$ cat src/rtl/aes256_byte_collector.sv
// Drains one 16-byte ciphertext block from an upstream byte source and presents it as 128 bits.
// Optional block counter port enabled by defining AES256_COLLECTOR_CNT_EN.
module aes256_byte_collector #(
    parameter int unsigned TIMEOUT_CYCLES = 255
) (
    input  logic         clk,
    input  logic         rst,
    input  logic         pi_enc_done,
    output logic         po_next_val_req,
    input  logic         pi_next_val_ready,
    input  logic [7:0]   pi_data,
    output logic [127:0] po_block,
    output logic         po_block_valid,
    input  logic         pi_block_ready,
    output logic         po_busy,
    output logic         po_timeout,
`ifdef AES256_COLLECTOR_CNT_EN
    output logic [15:0]  po_block_count,
`endif
    output logic         po_overrun
);

    typedef enum logic [2:0] {StIdle, StReq, StGap, StOut, StErr} state_e;

    localparam logic [15:0] TimeoutLast = 16'(TIMEOUT_CYCLES - 1);

    state_e         state_q, state_d;
    logic [3:0]     cnt_q, cnt_d;
    logic [15:0]    wait_q, wait_d;
    logic           pending_q, pending_d;
    logic           overrun_q, overrun_d;
    logic [127:0]   block_q, block_d;

    always_ff @(posedge clk or posedge rst) begin
        if (rst) begin
            state_q   <= StIdle;
            cnt_q     <= 4'd0;
            wait_q    <= 16'd0;
            pending_q <= 1'b0;
            overrun_q <= 1'b0;
            block_q   <= 128'd0;
        end else begin
            state_q   <= state_d;
            cnt_q     <= cnt_d;
            wait_q    <= wait_d;
            pending_q <= pending_d;
            overrun_q <= overrun_d;
            block_q   <= block_d;
        end
    end

    always_comb begin
        state_d   = state_q;
        cnt_d     = cnt_q;
        wait_d    = wait_q;
        pending_d = pending_q;
        overrun_d = overrun_q;
        block_d   = block_q;

        // A done seen while IDLE is consumed by the IDLE exit itself.
        if (pi_enc_done && (state_q != StIdle)) begin
            if (pending_q) begin
                overrun_d = 1'b1;
            end else begin
                pending_d = 1'b1;
            end
        end

        unique case (state_q)
            StIdle: begin
                if (pi_enc_done || pending_q) begin
                    state_d   = StReq;
                    cnt_d     = 4'd0;
                    wait_d    = 16'd0;
                    pending_d = 1'b0;
                end
            end
            StReq: begin
                if (pi_next_val_ready) begin
                    // Byte 0 lands in the most significant byte.
                    block_d[{4'd15 - cnt_q, 3'b000} +: 8] = pi_data;
                    if (cnt_q == 4'd15) begin
                        state_d = StOut;
                    end else begin
                        cnt_d   = cnt_q + 4'd1;
                        state_d = StGap;
                    end
                end else if (wait_q == TimeoutLast) begin
                    state_d = StErr;
                end else begin
                    wait_d = wait_q + 16'd1;
                end
            end
            StGap: begin
                state_d = StReq;
                wait_d  = 16'd0;
            end
            StOut: begin
                if (pi_block_ready) begin
                    state_d = StIdle;
                end
            end
            StErr: begin
                state_d = StErr;
            end
            default: state_d = StIdle;
        endcase
    end

    assign po_next_val_req = (state_q == StReq);
    assign po_block_valid  = (state_q == StOut);
    assign po_busy         = (state_q != StIdle);
    assign po_timeout      = (state_q == StErr);
    assign po_overrun      = overrun_q;
    assign po_block        = block_q;

`ifdef AES256_COLLECTOR_CNT_EN
    logic [15:0] count_q;

    always_ff @(posedge clk or posedge rst) begin
        if (rst) begin
            count_q <= 16'd0;
        end else if ((state_q == StOut) && pi_block_ready) begin
            count_q <= count_q + 16'd1;
        end
    end

    assign po_block_count = count_q;
`endif

endmodule
$ cat config.mk
export PLATFORM = sky130hd
export DESIGN_NAME = aes256_byte_collector
export DESIGN_NICKNAME = d
export VERILOG_FILES = /design/src/rtl/aes256_byte_collector.sv
export SDC_FILE = /design/constraint.sdc
export NUM_CORES = 1
export LEC_CHECK = 0
export ABC_AREA = 1
export CAP_MARGIN = 30
export CORE_ASPECT_RATIO = 1.25
export CORE_UTILIZATION = 35
export DETAILED_ROUTE_END_ITERATION = 12
export GPL_TIMING_DRIVEN = 0
export PLACE_DENSITY = 0.66
export SYNTH_ARGS = -nofsm -noshare
export SYNTH_HDL_FRONTEND = slang
export SYNTH_SLANG_ARGS = --single-unit
$ cat constraint.sdc
create_clock -name clk -period 6.85 [get_ports clk]
set_input_delay 1.7125 -clock clk [delete_from_list [all_inputs] [get_ports clk]]
set_output_delay 1.7125 -clock clk [all_outputs]
set_load 0.01 [all_outputs]
### After elaboration in Yosys (flattened, before gate mapping)

Index checks and enable logic that the tools add are counted.

* add/subtract/negate cells: 4
* equality and inequality tests: 13
* shifts and indexed selects: 2
* mux-type cells: 18
* reductions and logical operators: 11

Operator list (count)
* bitwise mux 128 bit: 1
* variable shift 8 x 9 -> 128 bit (first input constant): 1
* indexed part select 8 x 9 -> 128 bit: 1
* 2-to-1 mux 16 bit: 3
* one-hot mux 16 bit (3 select lines): 1
* adder 16 x 1 -> 16 bit (second input constant): 1
* equality test 16 x 8 -> 1 bit (second input constant): 1
* one-hot mux 3 bit (5 select lines): 1
* 2-to-1 mux 3 bit: 4
* 2-to-1 mux 4 bit: 3
* negator 7 -> 9 bit: 1
* != test 2 bit (second input constant): 4
* one-hot mux 4 bit (2 select lines): 1
* AND reduction 4 bit: 2
* equality test 3 x 2 -> 1 bit (second input constant): 2
* nonzero test 3 bit: 2
* adder 4 x 1 -> 4 bit (second input constant): 1
* equality test 4 bit (second input constant): 1
* 2-to-1 mux 1 bit: 4
* != test 2 x 1 -> 1 bit (second input constant): 2
* AND reduction 2 bit: 2
* subtractor 4 bit (first input constant): 1
* equality test 3 x 1 -> 1 bit (second input constant): 1
* equality test 3 bit (second input constant): 1
* other kinds (6): 6

* register bits: 153
* input port bits: 13
* output and inout bits: 133
* logic and storage cells: 54

### Depth between registers and ports, before layout

Gate-level depths: netlist of the first run.

* word-level depth: 5
* gate-level depth with buffers: 11
* depth with buffers taken out: 11

### Worst setup path before layout of the first run

OpenSTA, ideal clock, no wires.

* kind: register to output
* start: register state_q[1]
* end: output port po_next_val_req
* arrival: 1089 ps
* required time: 5137 ps
* slack: 4048 ps
* cell stages (with the launch flop): 5
* buffers on the path: 1
* path through: dfrtp_1 inv_1 nand3_4 inv_2 buf_1

* cells in the longest elaborated chain, start to end: 1

RTL lines
* from (decl): line 27 `state_e state_q, state_d;`
* from (signal assigned): line 36 `state_q <= StIdle;`
* from (signal assigned): line 43 `state_q <= state_d;`
* equality test 3 x 1 -> 1 bit: line 110 `assign po_next_val_req = (state_q == StReq);`
* to (decl): line 9 `output logic po_next_val_req,`

No other way between the ends.

### Worst setup path in the final report of the first run

Ends and elaborated chain as after synthesis.

==> flow_summary.yaml, run 1 <==
run_status:
  status: "complete, no violations"
timing:
  slew_headroom: 0.588
  clock_skew_ns: 0.0191
  setup_violations: 0
  drv_slew: 0
  post-route-min-period_ns: 4.17
  whs_ns: 0.462
  worst_pin_slew_ns: 0.618
  rsz0062_at_grt: "false"
  period_share: 0.608
  hold_viol_final: 0
  fmax_ghz: 0.240
power:
  power.density_mw_per_mm2: 312
  max-vdd-ir-drop_mv: 0.178
  p_leak_nw: 4.35
floorplanning:
  die-area_mm2: 0.0204
  rows: 57
  start_util: 0.357
  top_level_ports: 146
  core_mm2: 0.0194
  die_y_um: 159
  die_w_um: 128
route:
  drt_wl_total_mm: 19.6
  drt-initial-drc-count: 485
  avgViaCountPerCell: 4.86
  vias: 5941
  dr.pass1.iters: 5
  avgRoutedWirePerCell_um: 16.1
  drt.antenna.violating_nets: 0
  drc: 0
grt:
  grt_pass1_vias: 5784
  grt_overflow: 0
  antenna_found_initial: 0
  grt_usage: 0.203
  grt_pass1_wl_mm: 31.7
  grt_max_degree: 89
final_layout:
  final_common_cell: "nand2_1"
  final_cell_mix: "211 x nand2_1, 153 x dfrtp_1, 137 x clkdlybuf4s50_1, 85 x o21ai_0, 73 x nor2_1"
  syn2layout_area_growth_pct: 34.3
  final_area_mm2: 0.00930
  final_layout_size_suffix_gt1_frac: 0.116
  insertedDiodeCount: 0
  nets: 961
cts:
  cts_num_sinks: 153
  cts-root-buf: "clkbuf_16"
  clock_latency_ns: 0.44
  post_cts_resize_count: 0
  cts_setup_buffers: 0
  h-tree-depth: 4
  cts_tree: "done"
  cts_made_buffers: 17
  clockBufferDepth: 2
  cts.reportedPaths.clkPinSlew_ns: 0.06
  cts_hold_buf: 0
placed_design:
  hpwl_mm: 13.8
  port_buffers: 137
  place_congestion: 0.851
  post_dp_cell_area_mm2: 0.00866
worst_setup_path:
  critPathTopFamily: "buffers and inverters"
  path_buf_inv: 4
  critPathLaunch: "state_q[1]"
  cp-start-kind: "flop"
  crit_fanout: 10
  cp_slowest_cell: "clkdlybuf4s50_1"
  worst_ep_arrival_time_ns: 2.45
  cpPeakStageDelay_ns: 0.65
  cp.depth: 5
  critPathCaptureType: "output pin"
  worst-setup-path-type: "flop to output pin"
  cp_cell_sequence: "inv_1, nand3_4, inv_2, buf_1, clkdlybuf4s50_1"
  rr_startpoint: "cnt_q[1]"
  critPathRequiredTime_ns: 5.14
  rr_worst_depth: 7
yosys:
  ys_types: 34
  synthFlopType: "dfrtp_1"
  yosys_register_bits: 153
  syn_inst: 788
  synthesis.area_mm2: 0.00693
  syn-num-nets: 804
  syn_avg_cell_area_um2: 8.79
  yosysWarnings: 0
  async_flop_share: 1.00
  ys_seq_area_frac: 0.553
  synth_edf_count: 0
hold_path:
  hp-start: "po_overrun"
  hold_path.class: "flop to flop"
  hold_depth: 1
job:
  max_cap_viol_count: 0
## sequential cells by signal, summed over array words and instances, names as in the netlist
| signal | cells |
|---|---|
| po_block | 128 |
| wait_q | 16 |
| cnt_q | 4 |
| state_q | 3 |
| pending_q | 1 |
| po_overrun | 1 |
## cells in the mapped netlist (all sizes together) (3+ instances only)
cell type / instances / area share
nand2: 221 / 0.13
dfrtp: 153 / 0.55
o21ai: 125 / 0.099
nor2: 83 / 0.059
inv: 61 / 0.034
nand3: 49 / 0.039
nand4: 43 / 0.040
buf: 24 / 0.021
clkbuf: 10 / 0.0054
xor2: 5 / 0.0063
ha: 3 / 0.0054
nor3: 3 / 0.0029
## final timing paths
| path | end | slack, ns |
|---|---|---|
| worst max-delay path | po_next_val_req | 2.68 |
| worst min-delay path | po_overrun | 0.46 |
| worst max register to register | po_block[32] | 4.66 |
| worst min register to register | po_overrun | 0.46 |
| max in group asynchronous | po_block[39] | 4.29 |
| min in group asynchronous | wait_q[1] | 1.72 |
## metal layers
layer | global-route usage | share of wire
met1 | 0.253 | 0.42
met2 | 0.322 | 0.48
met3 | 0.0575 | 0.061
met4 | 0.0995 | 0.033
met5 | 0 | 0
## through the flow
stage / worst slack, ns / power (mW) / TNS, ns / utilization / instances
floorplan: 1.02 / 1.54 / 0 / - / 788
global placement: -1.25 / 1.88 / -189.71 / 0.445 / 1190
detailed placement: 3.10 / 1.90 / 0 / 0.446 / 1191
CTS: 2.64 / 2.93 / 0 / 0.480 / 1223
global route: 2.57 / 3.05 / 0 / 0.480 / 1223
finish: 2.68 / 2.91 / 0 / 0.480 / 1223
## final cells by class
class,count,area [um2]
multi-input combinational,540,2680
timing repair buffer,138,1400
sequential,153,3830
tap,265,332
buffer,34,183
fill,1901,10100
inverter,61,239
clock buffer,19,453
clock inverter,13,190
## cell families after synthesis
family / Yosys count / share of synthesized area
buf+inv: 95 / 0.0602
xor+xnor: 5 / 0.00632
compound gates: 129 / 0.103
flops: 153 / 0.553
simple gates: 403 / 0.272
fa+ha+maj: 3 / 0.00542
## power breakdown
part,leakage [nW],internal [mW],switching [mW]
clock network,0.314,0.633,0.392
registers,2.07,1.00,0.0709
logic,1.96,0.281,0.529
total,4.35,1.91,0.992
No activity file was read; power rests on OpenSTA's default activity.
==> inputs of run 2 (changes only) <==
- PLACE_DENSITY: 0.66 -> 0.69
- clock period: 6.85 -> 3.7 ns (I/O delays scaled with it)
==> flow_summary.yaml, run 2 (synthesis gave the netlist of run 1 again) <==
worst_setup_path:
  path_buf_inv: 4
  reg2reg_to: "po_block[32]"
  worst_ep_arrival_time_ns: 2.46
  rr_startpoint: "cnt_q[1]"
  critPathRequiredTime_ns: 2.77
  rr_worst_depth: 7
  reg2reg_slack_ns: 1.51
  critPathTopFamily: "buffers and inverters"
  critPathCaptureType: "output pin"
  cp_slowest_cell: "clkdlybuf4s50_1"
  worst-setup-path-type: "flop to output pin"
  cp-start-kind: "flop"
  crit_fanout: 10
  cpPeakStageDelay_ns: 0.66
  cp_cell_sequence: "inv_1, nand3_4, inv_2, buf_1, clkdlybuf4s50_1"
cts:
  h-tree-depth: 4
  clockBufferDepth: 2
  cts_tree: "done"
  post_cts_resize_count: 0
  cts.reportedPaths.clkPinSlew_ns: 0.06
  cts_num_sinks: 153
  cts_hold_buf: 0
  clock_latency_ns: 0.43
  cts_made_buffers: 17
  cts-root-buf: "clkbuf_16"
  cts_setup_buffers: 0
final_layout:
  largest_reg_flops: 128
  final_cell_mix: "211 x nand2_1, 153 x dfrtp_1, 137 x clkdlybuf4s50_1, 85 x o21ai_0, 73 x nor2_1"
  final_layout_size_suffix_gt1_frac: 0.116
  stdcell_count: 1224
  insertedDiodeCount: 0
  syn2layout_area_growth_pct: 34.7
  final_util: 0.481
  final_area_mm2: 0.00933
  nets: 964
  final_common_cell: "nand2_1"
route:
  avgViaCountPerCell: 4.91
  avgRoutedWirePerCell_um: 16.2
  drt-initial-drc-count: 388
  drc: 0
  drt_wl_total_mm: 19.8
  drt.antenna.violating_nets: 0
  vias: 6005
  dr.pass1.iters: 4
power:
  p_sw_mw: 1.79
  power.share.switching: 0.339
  p_leak_nw: 4.35
  power_frac_comb: 0.284
  power_frac_clock: 0.341
  max-vdd-ir-drop_mv: 0.382
  p_int_mw: 3.50
  power_frac_seq: 0.376
  finalPower_mw: 5.29
  power.density_mw_per_mm2: 567
grt:
  antenna_found_initial: 0
  grt_max_degree: 40
  grt_pass1_vias: 5920
  grt_overflow: 0
  grt_pass1_wl_mm: 32.2
  grt_usage: 0.206
floorplanning:
  rows: 57
  die-area_mm2: 0.0204
  core_mm2: 0.0194
  start_util: 0.357
  top_level_ports: 146
  die_y_um: 159
  die_w_um: 128
hold_path:
  hold_path.class: "flop to flop"
  hp-start: "po_overrun"
  hold_depth: 1
  whs_endpoint: "po_overrun"
placed_design:
  hpwl_mm: 14.2
  dp.cells: 1194
  post_dp_cell_area_mm2: 0.00872
  place_congestion: 0.887
  port_buffers: 137
  dp_slack_ns: 0.808
run_status:
  status: "complete, no violations"
timing:
  slew_headroom: 0.575
  hold_viol_final: 0
  setup_tns_ns: 0
  rsz0062_at_grt: "false"
  drv_slew: 0
  post-route-min-period_ns: 3.39
  setup_slack_ns: 0.312
  clock_skew_ns: 0.00548
  whs_ns: 0.469
  fmax_ghz: 0.295
  worst_pin_slew_ns: 0.637
  setup_violations: 0
  period_share: 0.916
job:
  max_cap_viol_count: 0
## run 2: power by group through the flow
stage	Clock (mW)	Combinational [mW]	Sequential, mW
after floorplan	0	0.792	2.05
final	1.80	1.50	1.99
after CTS	1.84	1.51	1.99
after detailed placement	0	1.50	2.01
after global placement	0	1.47	2.00
after global routing	1.92	1.65	2.01
## run 2: worst max path at each step
stage               startpoint              end  slack (ns)  depth (start not counted)
floorplan                  rst         cnt_q[0]        0.84                          1
global placement           rst    po_block[100]       -0.52                          2
detailed placement  state_q[1]  po_next_val_req        0.81                          5
CTS                 state_q[1]  po_next_val_req        0.35                          5
global route        state_q[1]  po_next_val_req        0.17                          5
finish              state_q[1]  po_next_val_req        0.31                          5
## run 2: layer usage
layer | wire [um] | up-vias | track usage
met5 | 0 | - | 0
met1 | 7990 | 2871 | 0.242
met4 | 543 | 0 | 0.0872
li1 | - | 2898 | -
met2 | 9980 | 201 | 0.344
met3 | 1300 | 35 | 0.0672
## run 2: cell type report
| type | count | area, um2 |
|---|---|---|
| fillers | 1854 | 10100 |
| flip-flops and latches | 153 | 3830 |
| multi-input cells | 540 | 2680 |
| repair buffers | 141 | 1460 |
| clock buffers | 18 | 429 |
| well taps | 265 | 332 |
| inverters | 61 | 238 |
| plain buffers | 34 | 183 |
| clock inverters | 12 | 178 |
